File: config.mk
export PLATFORM = sky130hd
export DESIGN_NAME = playfield_renderer_flat
export DESIGN_NICKNAME = d
export VERILOG_FILES = /design/src/rtl/render_pkg.sv /design/src/rtl/playfield_renderer_if.sv /design/src/rtl/playfield_renderer_rect_scanner.sv /design/src/rtl/playfield_renderer.sv /design/src/flat_wrapper.sv
export SDC_FILE = /design/constraint.sdc
export NUM_CORES = 1
export LEC_CHECK = 0
export ABC_AREA = 1
export CAP_MARGIN = 20
export CORE_ASPECT_RATIO = 0.5
export CORE_UTILIZATION = 55
export DETAILED_ROUTE_END_ITERATION = 16
export HOLD_SLACK_MARGIN = 0.05
export PLACE_DENSITY = 0.8
export SLEW_MARGIN = 20
export SYNTH_ARGS = -nofsm -noshare
export SYNTH_HDL_FRONTEND = slang
export SYNTH_SLANG_ARGS = --single-unit
export TNS_END_PERCENT = 30
File: constraint.sdc
create_clock -name clk -period 5.7 [get_ports clk]
set_clock_uncertainty 0.15 [all_clocks]
set_input_delay 1.14 -clock clk [delete_from_list [all_inputs] [get_ports clk]]
set_output_delay 1.14 -clock clk [all_outputs]
set_load 0.05 [all_outputs]
File: src/rtl/render_pkg.sv
// Shared types and constants for the playfield plot sequencer.
// Screen geometry matches the 160x120 vga_adapter.
package render_pkg;

  localparam int SCR_X_W = 8;
  localparam int SCR_Y_W = 7;
  localparam int CLR_W   = 3;

  localparam logic [CLR_W-1:0] BG_CLR   = 3'b000;
  localparam logic [CLR_W-1:0] WALL_CLR = 3'b111;

  typedef enum logic [2:0] {
    ST_IDLE,
    ST_FETCH,
    ST_LOAD,
    ST_WALL,
    ST_ERASE,
    ST_SPRITE,
    ST_DONE
  } state_t;

endpackage

File: src/rtl/playfield_renderer_if.sv
// Control, bitmap-read and adapter signals of the renderer.
// master = game datapath side, slave = renderer.
interface playfield_renderer_if #(
  parameter int FIELD_W = 120,
  parameter int FIELD_H = 100,
  parameter int X_W     = render_pkg::SCR_X_W,
  parameter int Y_W     = render_pkg::SCR_Y_W,
  parameter int COL_W   = render_pkg::CLR_W
);

  localparam int CX_W = $clog2(FIELD_W);
  localparam int CY_W = $clog2(FIELD_H);

  logic             start;
  logic             mode;
  logic [CX_W-1:0]  spr_x;
  logic [CY_W-1:0]  spr_y;
  logic [COL_W-1:0] spr_clr;
  logic [CX_W-1:0]  rd_col;
  logic [FIELD_H-1:0] rd_data;
  logic             busy;
  logic             done;
  logic [X_W-1:0]   vga_x;
  logic [Y_W-1:0]   vga_y;
  logic [COL_W-1:0] vga_clr;
  logic             vga_plot;

  modport master (
    output start, mode, spr_x, spr_y, spr_clr, rd_data,
    input  rd_col, busy, done,
    input  vga_x, vga_y, vga_clr, vga_plot
  );

  modport slave (
    input  start, mode, spr_x, spr_y, spr_clr, rd_data,
    output rd_col, busy, done,
    output vga_x, vga_y, vga_clr, vga_plot
  );

endinterface

File: src/rtl/playfield_renderer_rect_scanner.sv
// Column-major walker over a W x H rectangle (dx outer, dy inner).
// dx/dy is the offset emitted at this edge; last marks the final one.
module rect_scanner #(
  parameter int W    = 4,
  parameter int H    = 6,
  parameter int DX_W = (W > 1) ? $clog2(W) : 1,
  parameter int DY_W = (H > 1) ? $clog2(H) : 1
) (
  input  logic            clk,
  input  logic            resetn,
  input  logic            start,
  input  logic            step,
  output logic [DX_W-1:0] dx,
  output logic [DY_W-1:0] dy,
  output logic            last
);

  logic [DX_W-1:0] dx_q;
  logic [DY_W-1:0] dy_q;
  logic            fin;

  assign dx  = start ? '0 : dx_q;
  assign dy  = start ? '0 : dy_q;
  assign fin = (dx == DX_W'(W - 1)) && (dy == DY_W'(H - 1));

  // advance the cursor; wraps to origin after the final offset
  always_ff @(posedge clk) begin
    if (!resetn) begin
      dx_q <= '0;
      dy_q <= '0;
      last <= 1'b0;
    end else if (start || step) begin
      last <= fin;
      if (dy == DY_W'(H - 1)) begin
        dy_q <= '0;
        dx_q <= fin ? '0 : dx + 1'b1;
      end else begin
        dy_q <= dy + 1'b1;
        dx_q <= dx;
      end
    end else begin
      last <= 1'b0;
    end
  end

endmodule

File: src/rtl/playfield_renderer.sv
// Plot sequencer: streams the playfield bitmap and sprite to the
// vga_adapter, one pixel per clk, with erase and edge clipping.
module playfield_renderer
  import render_pkg::*;
#(
  parameter int FIELD_W = 120,
  parameter int FIELD_H = 100,
  parameter int X_OFF   = 20,
  parameter int Y_OFF   = 10,
  parameter int SPR_W   = 4,
  parameter int SPR_H   = 6,
  parameter int X_W     = SCR_X_W,
  parameter int Y_W     = SCR_Y_W,
  parameter int COL_W   = CLR_W
) (
  input logic clk,
  input logic resetn,
  playfield_renderer_if.slave bus
);

  localparam int CX_W = $clog2(FIELD_W);
  localparam int CY_W = $clog2(FIELD_H);
  localparam int FX_W = CX_W + 1;
  localparam int FY_W = CY_W + 1;
  localparam int DX_W = (SPR_W > 1) ? $clog2(SPR_W) : 1;
  localparam int DY_W = (SPR_H > 1) ? $clog2(SPR_H) : 1;

  state_t             state;
  logic [CX_W-1:0]    col;
  logic [CY_W-1:0]    row;
  logic [FIELD_H-1:0] col_bits;
  logic [CX_W-1:0]    s_x, prev_x;
  logic [CY_W-1:0]    s_y, prev_y;
  logic [COL_W-1:0]   s_clr;
  logic               prev_valid;

  logic [DX_W-1:0] dx;
  logic [DY_W-1:0] dy;
  logic            scan_start, scan_step, scan_last;

  logic idle, accept, col_end, last_col;

  logic             use_prev;
  logic [CX_W-1:0]  bx;
  logic [CY_W-1:0]  by;
  logic [COL_W-1:0] rclr;
  logic [FX_W-1:0]  fx;
  logic [FY_W-1:0]  fy;
  logic             rect_in;

  assign idle     = (state == ST_IDLE) || (state == ST_DONE);
  assign accept   = idle && bus.start;
  assign col_end  = row == CY_W'(FIELD_H - 1);
  assign last_col = col == CX_W'(FIELD_W - 1);

  assign scan_start = (accept && bus.mode)
                   || (state == ST_WALL && col_end && last_col)
                   || (state == ST_ERASE && scan_last);
  assign scan_step  = (state == ST_ERASE || state == ST_SPRITE)
                   && !scan_last;

  rect_scanner #(
    .W    (SPR_W),
    .H    (SPR_H),
    .DX_W (DX_W),
    .DY_W (DY_W)
  ) u_scan (
    .clk    (clk),
    .resetn (resetn),
    .start  (scan_start),
    .step   (scan_step),
    .dx     (dx),
    .dy     (dy),
    .last   (scan_last)
  );

  // rectangle pixel emitted at this edge: old rect in BG or new sprite
  always_comb begin
    use_prev = idle ? prev_valid
                    : (state == ST_ERASE && !scan_last);
    bx   = idle ? bus.spr_x   : s_x;
    by   = idle ? bus.spr_y   : s_y;
    rclr = idle ? bus.spr_clr : s_clr;
    if (use_prev) begin
      bx   = prev_x;
      by   = prev_y;
      rclr = COL_W'(BG_CLR);
    end
    fx = FX_W'(bx) + FX_W'(dx);
    fy = FY_W'(by) + FY_W'(dy);
    rect_in = (fx < FX_W'(FIELD_W)) && (fy < FY_W'(FIELD_H));
  end

  // pass sequencer with registered adapter outputs
  always_ff @(posedge clk) begin
    if (!resetn) begin
      state        <= ST_IDLE;
      col          <= '0;
      row          <= '0;
      col_bits     <= '0;
      s_x          <= '0;
      s_y          <= '0;
      s_clr        <= '0;
      prev_x       <= '0;
      prev_y       <= '0;
      prev_valid   <= 1'b0;
      bus.rd_col   <= '0;
      bus.busy     <= 1'b0;
      bus.done     <= 1'b0;
      bus.vga_x    <= '0;
      bus.vga_y    <= '0;
      bus.vga_clr  <= '0;
      bus.vga_plot <= 1'b0;
    end else begin
      bus.done     <= 1'b0;
      bus.vga_plot <= 1'b0;
      unique case (1'b1)
        idle: begin
          state <= ST_IDLE;
          if (bus.start) begin
            s_x      <= bus.spr_x;
            s_y      <= bus.spr_y;
            s_clr    <= bus.spr_clr;
            bus.busy <= 1'b1;
            if (!bus.mode) begin
              state      <= ST_FETCH;
              col        <= '0;
              bus.rd_col <= '0;
            end else begin
              state <= prev_valid ? ST_ERASE : ST_SPRITE;
            end
          end
        end
        state == ST_FETCH: state <= ST_LOAD;
        state == ST_LOAD: begin
          state        <= ST_WALL;
          row          <= '0;
          col_bits     <= bus.rd_data >> 1;
          bus.vga_plot <= 1'b1;
          bus.vga_x    <= X_W'(X_OFF) + X_W'(col);
          bus.vga_y    <= Y_W'(Y_OFF);
          bus.vga_clr  <= bus.rd_data[0] ? COL_W'(WALL_CLR)
                                         : COL_W'(BG_CLR);
        end
        state == ST_WALL: begin
          if (!col_end) begin
            row          <= row + 1'b1;
            col_bits     <= col_bits >> 1;
            bus.vga_plot <= 1'b1;
            bus.vga_y    <= Y_W'(Y_OFF) + Y_W'(row) + 1'b1;
            bus.vga_clr  <= col_bits[0] ? COL_W'(WALL_CLR)
                                        : COL_W'(BG_CLR);
          end else if (!last_col) begin
            state      <= ST_FETCH;
            col        <= col + 1'b1;
            bus.rd_col <= col + 1'b1;
          end else begin
            state <= ST_SPRITE;
          end
        end
        state == ST_ERASE: begin
          if (scan_last) state <= ST_SPRITE;
        end
        state == ST_SPRITE: begin
          if (scan_last) begin
            state      <= ST_DONE;
            bus.busy   <= 1'b0;
            bus.done   <= 1'b1;
            prev_x     <= s_x;
            prev_y     <= s_y;
            prev_valid <= 1'b1;
          end
        end
        default: state <= ST_IDLE;
      endcase
      if (scan_start || scan_step) begin
        bus.vga_plot <= rect_in;
        if (rect_in) begin
          bus.vga_x   <= X_W'(X_OFF) + X_W'(fx);
          bus.vga_y   <= Y_W'(Y_OFF) + Y_W'(fy);
          bus.vga_clr <= rclr;
        end
      end
    end
  end

endmodule
File: src/flat_wrapper.sv
// flat-port wrapper written by rule: the top's interface ports become plain ports
module playfield_renderer_flat import render_pkg::*;
#(
  parameter int FIELD_W = 120,
  parameter int FIELD_H = 100,
  parameter int X_OFF   = 20,
  parameter int Y_OFF   = 10,
  parameter int SPR_W   = 4,
  parameter int SPR_H   = 6,
  parameter int X_W     = SCR_X_W,
  parameter int Y_W     = SCR_Y_W,
  parameter int COL_W   = CLR_W
)
  (clk, resetn, bus_start, bus_mode, bus_spr_x, bus_spr_y, bus_spr_clr, bus_rd_data, bus_rd_col, bus_busy, bus_done, bus_vga_x, bus_vga_y, bus_vga_clr, bus_vga_plot);
  playfield_renderer_if #(.FIELD_W(FIELD_W), .FIELD_H(FIELD_H), .X_W(X_W), .Y_W(Y_W), .COL_W(COL_W)) bus_i ();
  input logic clk;
  input logic resetn;
  input wire logic [$bits(bus_i.start)-1:0] bus_start;
  input wire logic [$bits(bus_i.mode)-1:0] bus_mode;
  input wire logic [$bits(bus_i.spr_x)-1:0] bus_spr_x;
  input wire logic [$bits(bus_i.spr_y)-1:0] bus_spr_y;
  input wire logic [$bits(bus_i.spr_clr)-1:0] bus_spr_clr;
  input wire logic [$bits(bus_i.rd_data)-1:0] bus_rd_data;
  output wire logic [$bits(bus_i.rd_col)-1:0] bus_rd_col;
  output wire logic [$bits(bus_i.busy)-1:0] bus_busy;
  output wire logic [$bits(bus_i.done)-1:0] bus_done;
  output wire logic [$bits(bus_i.vga_x)-1:0] bus_vga_x;
  output wire logic [$bits(bus_i.vga_y)-1:0] bus_vga_y;
  output wire logic [$bits(bus_i.vga_clr)-1:0] bus_vga_clr;
  output wire logic [$bits(bus_i.vga_plot)-1:0] bus_vga_plot;
  assign bus_i.start = bus_start;
  assign bus_i.mode = bus_mode;
  assign bus_i.spr_x = bus_spr_x;
  assign bus_i.spr_y = bus_spr_y;
  assign bus_i.spr_clr = bus_spr_clr;
  assign bus_i.rd_data = bus_rd_data;
  assign bus_rd_col = bus_i.rd_col;
  assign bus_busy = bus_i.busy;
  assign bus_done = bus_i.done;
  assign bus_vga_x = bus_i.vga_x;
  assign bus_vga_y = bus_i.vga_y;
  assign bus_vga_clr = bus_i.vga_clr;
  assign bus_vga_plot = bus_i.vga_plot;
  playfield_renderer #(.FIELD_W(FIELD_W), .FIELD_H(FIELD_H), .X_OFF(X_OFF), .Y_OFF(Y_OFF), .SPR_W(SPR_W), .SPR_H(SPR_H), .X_W(X_W), .Y_W(Y_W), .COL_W(COL_W)) u_core (.clk(clk), .resetn(resetn), .bus(bus_i));
endmodule
Yosys cells after proc, flatten, opt, wreduce, memory -nomap -nowiden. Cells that the tools add are included.

Flip-flop bits (word level): 176. Input port bits: 121. Output and inout port bits: 28. Logic and storage cells: 125.

$add $sub $neg: 11. Order comparisons: 2. Equality and inequality tests: 17. Multiplexer cells: 49. Reductions and logical operators: 27.

Operators by type and width (number): 100-bit one-hot mux with 2 select lines (1); 100-bit 2-to-1 mux (1); 7-bit 2-to-1 mux (12); 3-bit 2-to-1 mux (15); 7-bit one-hot mux with 2 select lines (3); 8-bit 2-to-1 mux (3); 7-bit by 1-bit adder with 7-bit output, second input constant (3); 3-bit one-hot mux with 6 select lines (1); 8-bit by 7-bit less-than comparator with 1-bit output, second input constant (2); 4-bit by 7-bit adder with 7-bit output, first input constant (2); 7-bit == test, second input constant (2); 3-bit == test, second input constant (4); 2-bit inequality test, second input constant (6); 2-bit AND reduction (5); 1-bit logical AND (9); 5-bit by 7-bit adder with 8-bit output, first input constant (1); 5-bit by 8-bit adder with 8-bit output, first input constant (1); 7-bit by 2-bit adder with 8-bit output (1); 7-bit by 3-bit adder with 8-bit output (1); 1-bit 2-to-1 mux (7); 3-bit by 2-bit == test with 1-bit output, second input constant (2); 2-bit 2-to-1 mux (3); 3-bit one-hot mux with 2 select lines (1); 3-bit AND reduction (2); 11 further kinds (18).

Depth between registers and ports, before layout. Gate-level depths: netlist of run 1.

Word-level depth: 12. Mapped depth: 25. Gate-level depth less buffers: 24.

Modules after synthesis. A second synthesis of run 1 with hierarchy kept.

Cell total of the unflattened synthesis: 1238. Area total of the unflattened synthesis: 8619.5 um^2.

Modules (own cells, without submodules): playfield_renderer (times used 1, cells each 1193, area each 8304.2 um^2, sequential area each 3383.2 um^2); rect_scanner (times used 1, cells each 45, area each 315.3 um^2, sequential area each 120.1 um^2).

Worst setup path before layout of run 1. No wires, ideal clock.

Path type: in2reg. From: in bus_start. To: reg u_core.bus.vga_x[7]. Library setup time: 113 ps. Arrival: 3543 ps. Data required time: 5437 ps. Path slack: 1895 ps. Stages: 18. Buffers on the path: 0. Cell sequence: nand2_1 -> nor2_1 -> a31oi_1 -> nand2_1 -> nor2_1 -> ha_1 -> inv_1 -> fa_1 -> o21ai_0 -> nand2_1 -> nor2_2 -> nand2_1 -> nand2_1 -> nand2_1 -> a21oi_1 -> nand3_1 -> nand2_1 -> nor2_1.

Longest elaborated chain between the ends: 10. Elaborated cells on any way between the ends: 15. Those cells by class: add/sub (3); order compare (2); mux (4); reduce/logical (6).

RTL lines: from (decl) (RTL line flat_wrapper.sv:18) `input wire logic [$bits(bus_i.start)-1:0] bus_start;`; 1-bit logical AND (*) (RTL line playfield_renderer.sv:52) `assign accept = idle && bus.start;`; 1-bit logical AND (*) (RTL line playfield_renderer.sv:56) `assign scan_start = (accept && bus.mode)`; 1-bit logical OR (*) (RTL line playfield_renderer.sv:57) `|| (state == ST_WALL && col_end && last_col)`; 1-bit logical OR (*) (RTL line playfield_renderer.sv:58) `|| (state == ST_ERASE && scan_last);`; 2-bit 2-to-1 mux or 3-bit 2-to-1 mux (tied branches) (RTL line playfield_renderer_rect_scanner.sv:22, playfield_renderer_rect_scanner.sv:23); 7-bit by 2-bit adder with 8-bit output or 7-bit by 3-bit adder with 8-bit output (tied branches) (RTL line playfield_renderer.sv:89, playfield_renderer.sv:90); 8-bit by 7-bit less-than comparator with 1-bit output (RTL line playfield_renderer.sv:91) `rect_in = (fx < FX_W'(FIELD_W)) && (fy < FY_W'(FIELD_H));`; 1-bit logical AND (RTL line playfield_renderer.sv:91); 8-bit 2-to-1 mux (RTL line playfield_renderer.sv:178) `if (rect_in) begin`; 8-bit 2-to-1 mux (*) (RTL line playfield_renderer.sv:176) `if (scan_start || scan_step) begin`; to (signal assigned) (RTL line playfield_renderer.sv:140) `bus.vga_x <= X_W'(X_OFF) + X_W'(col);`; to (signal assigned) (RTL line playfield_renderer.sv:179) `bus.vga_x <= X_W'(X_OFF) + X_W'(fx);`; to (decl) (RTL line playfield_renderer_if.sv:37) `output vga_x, vga_y, vga_clr, vga_plot`.

Every way passes the cells marked *; elsewhere a longest branch is shown, timed or not. A chain may end at the register's enable or synchronous reset.

Worst setup path in the final report of run 1.
From: in bus_start. To: reg u_core.bus.vga_y[2].

Longest elaborated chain between the ends: 10. Elaborated cells on any way between the ends: 15. Those cells by class: add/sub (3); order compare (2); mux (4); reduce/logical (6).

RTL lines: 1-bit logical AND (*) (RTL line playfield_renderer.sv:52); 1-bit logical AND (*) (RTL line playfield_renderer.sv:56); 1-bit logical OR (*) (RTL line playfield_renderer.sv:57); 1-bit logical OR (*) (RTL line playfield_renderer.sv:58); 2-bit 2-to-1 mux or 3-bit 2-to-1 mux (tied branches) (RTL line playfield_renderer_rect_scanner.sv:22, playfield_renderer_rect_scanner.sv:23); 7-bit by 2-bit adder with 8-bit output or 7-bit by 3-bit adder with 8-bit output (tied branches) (RTL line playfield_renderer.sv:89, playfield_renderer.sv:90); 8-bit by 7-bit less-than comparator with 1-bit output (RTL line playfield_renderer.sv:91); 1-bit logical AND (RTL line playfield_renderer.sv:91); 7-bit 2-to-1 mux (RTL line playfield_renderer.sv:178); 7-bit 2-to-1 mux (*) (RTL line playfield_renderer.sv:176); to (signal assigned) (RTL line playfield_renderer.sv:141) `bus.vga_y <= Y_W'(Y_OFF);`; to (signal assigned) (RTL line playfield_renderer.sv:150) `bus.vga_y <= Y_W'(Y_OFF) + Y_W'(row) + 1'b1;`; to (signal assigned) (RTL line playfield_renderer.sv:180) `bus.vga_y <= Y_W'(Y_OFF) + Y_W'(fy);`; to (decl) (RTL line playfield_renderer_if.sv:37).

Marks and branches as above.

==> results_dict.tcl, run 1 <==
set metrics [dict create \
    vias 8653 \
    fp.dieH_um 90.2 \
    wl_per_cell_um 14.3 \
    cp.required_ns 5.88 \
    die-area_um2 16100 \
    num_antenna_cells 0 \
    ys_seq_area_share_pct 41.0 \
    layout_setup_ws_ns 1.02 \
    io_buffers 148 \
    worst_pin_slew_ns 1.06 \
    cts_made_buffers 17 \
    grt_max_degree 123 \
    syn_inst 1245 \
    critPathCaptureType "flip-flop" \
    placementRows 31 \
    relSlewSlack_pct 29.3 \
    drive_above_1_share_pct 4.36 \
    h-tree-depth 4 \
    swShare_pct 44.1 \
    cap_violations 0 \
    grt_pass1_vias 7779 \
    die_x_um 178 \
    hpwl_um 14800 \
    powerDensity_nw_per_um2 525 \
    holdBufCountCts 0 \
    clkLatencyLatePin_ns 0.43 \
    p_int_w 0.00311 \
    clk_path_buf_depth 2 \
    synth_area_leader_cell "dfxtp_1" \
    placedCellCount 1518 \
    coreArea_um2 14800 \
    peakVddDrop_uv 245 \
    pwr-share-seq_pct 33.0 \
    syn_area_um2 8550 \
    period_minus_slack_ns 4.68 \
    p_sw_w 0.00246 \
    setup_viol 0 \
    slew_violations 0 \
    yosysTopAreaCellShare_pct 41.0 \
    synth_seq_cells 175 \
    final_cell_mix "nand2_1, dfxtp_1, o21ai_0" \
    grt_first_pass_wirelength_um 37100 \
    drt_wl_total_um 22100 \
    nets 1475 \
    syn_area_per_cell_um2 6.87 \
    p_total_w 0.00557 \
    postCtsSetupRepairBufs 0 \
    drc 0 \
    synth_warnings 0 \
    start_util_pct 57.7 \
    leakagePower_nw 4.38 \
    arrival_ns 4.86 \
    clockRootBuffer "clkbuf_16" \
    status "completed" \
    worstSetupPathType "in -> reg" \
    cts.clk_slew.worst_paths_ns 0.07 \
    pwr-share-comb_pct 45.4 \
    cp-start-kind "input port" \
    io-pin-count 149 \
    viasPerCell 5.58 \
    hold_path_class "reg -> reg" \
    fin_setup_tns_ns 0 \
    finalCritPeriodShare_pct 82.1 \
    final_cells 1550 \
    drt_first_pass_iters 5 \
    pre_cts_slack_ns 0.587 \
    cts_tree "built" \
    grt.overflow.total 0 \
    synth_cell_types 40 \
    final_common_cell "nand2_1" \
    areaGrowthSynthToFinish_pct 24.1 \
    grt_use_total_pct 28.5 \
    gp_congestion 0.890 \
    crit_fanout 13 \
    cts.sinks 175 \
    netlist_top_cells_area "dfxtp_1, nand2_1, o21ai_0" \
    cts_resized 0 \
    finalHoldViolations 0 \
    synth_nets 1381 \
    fmax_ghz 0.214 \
    ant_nets 0 \
    rsz0062_at_grt "no" \
    drt_iter0_markers 591 \
    antenna_found_initial 0 \
    power.share.clock_pct 21.5 \
]
## path summary, 6_finish.rpt
| check | from | to | slack [ns] | cells past startpoint |
|---|---|---|---|---|
| setup / recovery | bus_start | u_core.bus.vga_y[2] | 1.02 | 19 |
| hold / removal | u_core.prev_x[6] | u_core.prev_x[6] | 0.30 | 2 |
| setup reg to reg | u_core.state[1] | u_core.bus.vga_y[2] | 1.26 | 21 |
| hold reg to reg | u_core.prev_x[6] | u_core.prev_x[6] | 0.30 | 2 |
## synth_stat cells
cell type / instances
nand2_4: 2
xor2_1: 4
a22o_1: 1
nand2_2: 3
nand3_4: 3
o21ai_0: 163
clkbuf_1: 68
a21oi_4: 1
a22oi_1: 1
a21o_1: 1
o31ai_1: 5
nand3b_1: 1
buf_1: 4
clkinv_1: 2
o211ai_1: 3
and3_1: 1
nand2_1: 368
o21ai_1: 2
buf_4: 1
nor2_1: 93
dfxtp_1: 175
o311ai_0: 1
nor2_2: 3
nand4_1: 6
inv_2: 1
fa_1: 2
or2_2: 2
a211oi_1: 4
buf_6: 5
nor3b_1: 2
a31oi_1: 101
ha_1: 13
xnor2_1: 5
o21a_1: 1
a21oi_1: 53
nand3_1: 44
nor2_4: 2
nor3_1: 10
mux2i_1: 1
inv_1: 87
## layout make-up
type                    instances  area, µm²
multi-input cells             902       4390
fillers                      1243       4210
flip-flops and latches        175       3500
repair buffers                153       1520
clock buffers                  18        439
inverters                      90        340
well taps                     198        248
clock inverters                14        170
## per-layer routing
layer	global-route usage, %	part of all wire [%]	wire length [µm]
met1	39.2	47	10300
met3	5.03	6.5	1430
met2	44.9	45	9970
met5	0	0	0
met4	9.25	1.8	408
## cells by family (layout without fill, tap and decap cells)
group / after synthesis / after routing / share of synthesized area, %
and+or+nand+nor: 540 / 540 / 25.9
buffers and inverters: 168 / 275 / 7.86
xor gates and xnor gates: 9 / 9 / 0.922
muxes: 1 / 1 / 0.117
DFF: 175 / 175 / 41.0
AOI/OAI and AO/OA: 337 / 337 / 21.9
adders and majority gates: 15 / 15 / 2.37
## through the flow
stage,cell area [µm²],util [%],hold slack [ns]
5_1_grt,10600,71.6,0.319
4_1_cts,10600,71.6,0.297
6_report,10600,71.6,0.301
3_5_place_dp,10000,67.5,0.286
2_1_floorplan,8550,-,0.270
3_3_place_gp,10000,67.5,0.281
## worst max-delay path, cell delays in order
cell,delay [ns]
clkdlybuf4s50_1,0.53
nand2_1,0.38
nor2_1,0.11
a31oi_1,0.15
nand2_1,0.14
nor2_1,0.28
ha_1,0.23
inv_1,0.06
fa_1,0.39
o21ai_0,0.23
nand2_1,0.11
nor2_2,0.13
nand2_1,0.09
nand2_1,0.08
nand2_1,0.09
a21oi_1,0.41
nand3_1,0.15
nand2_1,0.10
nor2_1,0.04
## sequential cells by signal (all words and copies together), names as in the netlist
signal and count:
u_core.s_y 7, u_core.s_clr 3, u_core.bus.vga_x 8, u_core.state 3
u_core.bus.done 1, u_core.u_scan.dy_q 3, u_core.prev_x 7, u_core.s_x 7
u_core.bus.rd_col 7, u_core.u_scan.last 1, u_core.row 7, u_core.col_bits 99
u_core.bus.vga_clr 3, u_core.u_scan.dx_q 2, u_core.prev_valid 1, u_core.prev_y 7
u_core.bus.busy 1, u_core.bus.vga_y 7, u_core.bus.vga_plot 1
## power by group through the flow
stage	sequential (W)	clock, W	combinational (W)
after global routing	0.00188	0.00126	0.00285
after global placement	0.00183	0	0.00243
after detailed placement	0.00185	0	0.00250
final	0.00184	0.00120	0.00253
after floorplan	0.00197	0	0.00178
after CTS	0.00183	0.00121	0.00252
No activity file was read; power rests on OpenSTA's default activity.
==> run 2, diff against run 1 <==
--- a/config.mk
+++ b/config.mk
@@ -8,10 +8,10 @@
 export ABC_AREA = 1
 export CAP_MARGIN = 20
 export CORE_ASPECT_RATIO = 0.5
-export CORE_UTILIZATION = 55
+export CORE_UTILIZATION = 53
 export DETAILED_ROUTE_END_ITERATION = 16
 export HOLD_SLACK_MARGIN = 0.05
-export PLACE_DENSITY = 0.8
+export PLACE_DENSITY = 0.77
 export SLEW_MARGIN = 20
 export SYNTH_ARGS = -nofsm -noshare
 export SYNTH_HDL_FRONTEND = slang
==> constraint.sdc (replaced) <==
create_clock -name clk -period 4.8 [get_ports clk]
set_clock_uncertainty 0.15 [all_clocks]
set_input_delay 0.96 -clock clk [delete_from_list [all_inputs] [get_ports clk]]
set_output_delay 0.96 -clock clk [all_outputs]
set_load 0.05 [all_outputs]
==> results_dict.tcl, run 2 (same netlist as run 1, synthesis figures left out) <==
set metrics [dict create \
    die_x_um 182 \
    drt_iter0_markers 608 \
    fin_area_um2 10600 \
    cts_resized 0 \
    hold_path_class "reg -> reg" \
    largest_reg_flops 99 \
    critPathCaptureType "flip-flop" \
    fp.dieH_um 91.8 \
    crit_fanout 27 \
    dpl_cell_area_um2 10000 \
    cp-start-kind "flip-flop" \
    cts.sinks 175 \
    io-pin-count 149 \
    finalCritPeriodShare_pct 87.3 \
    reg.largest.list "u_core.col_bits (99), u_core.bus.vga_x (8)" \
    fmax_ghz 0.239 \
    drive_above_1_share_pct 4.50 \
    cp.required_ns 4.98 \
    hp-start "u_core.prev_y[2]" \
    hpwl_um 14600 \
    gp_congestion 0.896 \
    setup_viol 0 \
    grt_pass1_vias 7857 \
    cts_tree "built" \
    drt_wl_total_um 21600 \
    drt_first_pass_iters 5 \
    clk_path_buf_depth 2 \
    nets 1479 \
    cts_made_buffers 17 \
    vias 8471 \
    finalHoldViolations 0 \
    powerDensity_nw_per_um2 616 \
    arrival_ns 4.36 \
    grt_use_total_pct 27.2 \
    worstSetupPathType "reg -> reg" \
    final_common_cell "nand2_1" \
    clockRootBuffer "clkbuf_16" \
    postCtsSetupRepairBufs 0 \
    h-tree-depth 4 \
    viasPerCell 5.43 \
    hold_end "u_core.prev_y[2]" \
    antenna_found_initial 0 \
    grt_first_pass_wirelength_um 36800 \
    final_cell_mix "nand2_1, dfxtp_1, o21ai_0" \
    fin_setup_tns_ns 0 \
    worstRegToRegCells 19 \
    wl_per_cell_um 13.9 \
    r2r_slack_ns 0.61 \
    utilization_pct 68.2 \
    status "completed" \
    holdBufCountCts 0 \
    placementRows 32 \
    io_buffers 148 \
    areaGrowthSynthToFinish_pct 24.2 \
    regMostFlops "u_core.col_bits" \
    slew_violations 0 \
    coreArea_um2 15600 \
    leakagePower_nw 4.38 \
    ant_nets 0 \
    rsz0062_at_grt "no" \
    crit_path_start "u_core.state[2]" \
    peakVddDrop_uv 313 \
    clkLatencyLatePin_ns 0.43 \
    grt_max_degree 108 \
    holdPathStages 2 \
    reg2reg_to "u_core.bus.vga_y[6]" \
    start_util_pct 54.9 \
    relSlewSlack_pct 30.9 \
    grt.overflow.total 0 \
    cap_violations 0 \
    num_antenna_cells 0 \
    drc 0 \
    die-area_um2 16700 \
    period_minus_slack_ns 4.19 \
    cts.clk_slew.worst_paths_ns 0.07 \
    worst_pin_slew_ns 1.04 \
    r2r_start "u_core.state[2]" \
]
==> run 2: changes by cell type in the layout (fill, tap and decap cells not counted) <==
cell,delta
buf_4,+3
inv_8,-3
clkbuf_1,+2
clkinv_8,-2
buf_12,+1
clkinv_2,+1
clkinv_4,+1
inv_6,+1
==> run 2: layout make-up <==
type,count,area (µm²)
clock buffer,20,447
clock inverter,12,126
fill,1372,4950
inverter,90,340
multi-input combinational,902,4390
sequential,175,3500
tap,204,255
timing repair buffer,157,1560
==> run 2: metrics by stage <==
| stage | setup slack (ns) | instances | power [W] | hold WS [ns] |
|---|---|---|---|---|
| floorplan | 1.17 | 1245 | 0.00445 | 0.270 |
| global placement | 0.441 | 1528 | 0.00510 | 0.282 |
| detailed placement | 0.255 | 1528 | 0.00517 | 0.286 |
| CTS | 0.644 | 1560 | 0.00656 | 0.298 |
| global route | 0.174 | 1560 | 0.00709 | 0.310 |
| finish | 0.611 | 1560 | 0.00655 | 0.296 |
==> run 2: worst max path at each step <==
stage	endpoint	slack [ns]	cells after the start
2_1_floorplan	u_core.bus.vga_x[7]	1.17	18
3_5_place_dp	u_core.bus.vga_y[6]	0.25	19
3_3_place_gp	u_core.bus.vga_x[7]	0.44	19
6_report	u_core.bus.vga_y[6]	0.61	19
5_1_grt	u_core.bus.vga_x[7]	0.17	19
4_1_cts	u_core.bus.vga_y[6]	0.64	19
==> run 2: layer usage <==
layer,track usage [%],share of wire (%)
met5,0,0
met4,6.29,1.1
met3,5.36,5.4
met2,44.5,45
met1,37.1,48
==> run 2: worst max-delay path: stages (launching register included) <==
cell and delay (ns):
dfxtp_1 0.50, inv_2 0.11, nand2_2 0.20, nand2_4 0.22
nand2_1 0.18, nand2_4 0.20, o31ai_1 0.35, ha_1 0.24
inv_1 0.06, fa_1 0.39, o21ai_0 0.23, nand2_1 0.12
nor2_2 0.13, nand2_1 0.08, nand2_1 0.08, nand2_1 0.08
a21oi_1 0.43, nand3_1 0.17, nand2_1 0.10, nor2_1 0.05
==> run 2: where the power goes <==
group | switching [W] | total (W) | internal [W] | leakage, nW
Sequential | 0.000260 | 0.00218 | 0.00192 | 1.43
Clock | 0.000622 | 0.00137 | 0.000743 | 0.279
Combinational | 0.00196 | 0.00300 | 0.00104 | 2.67
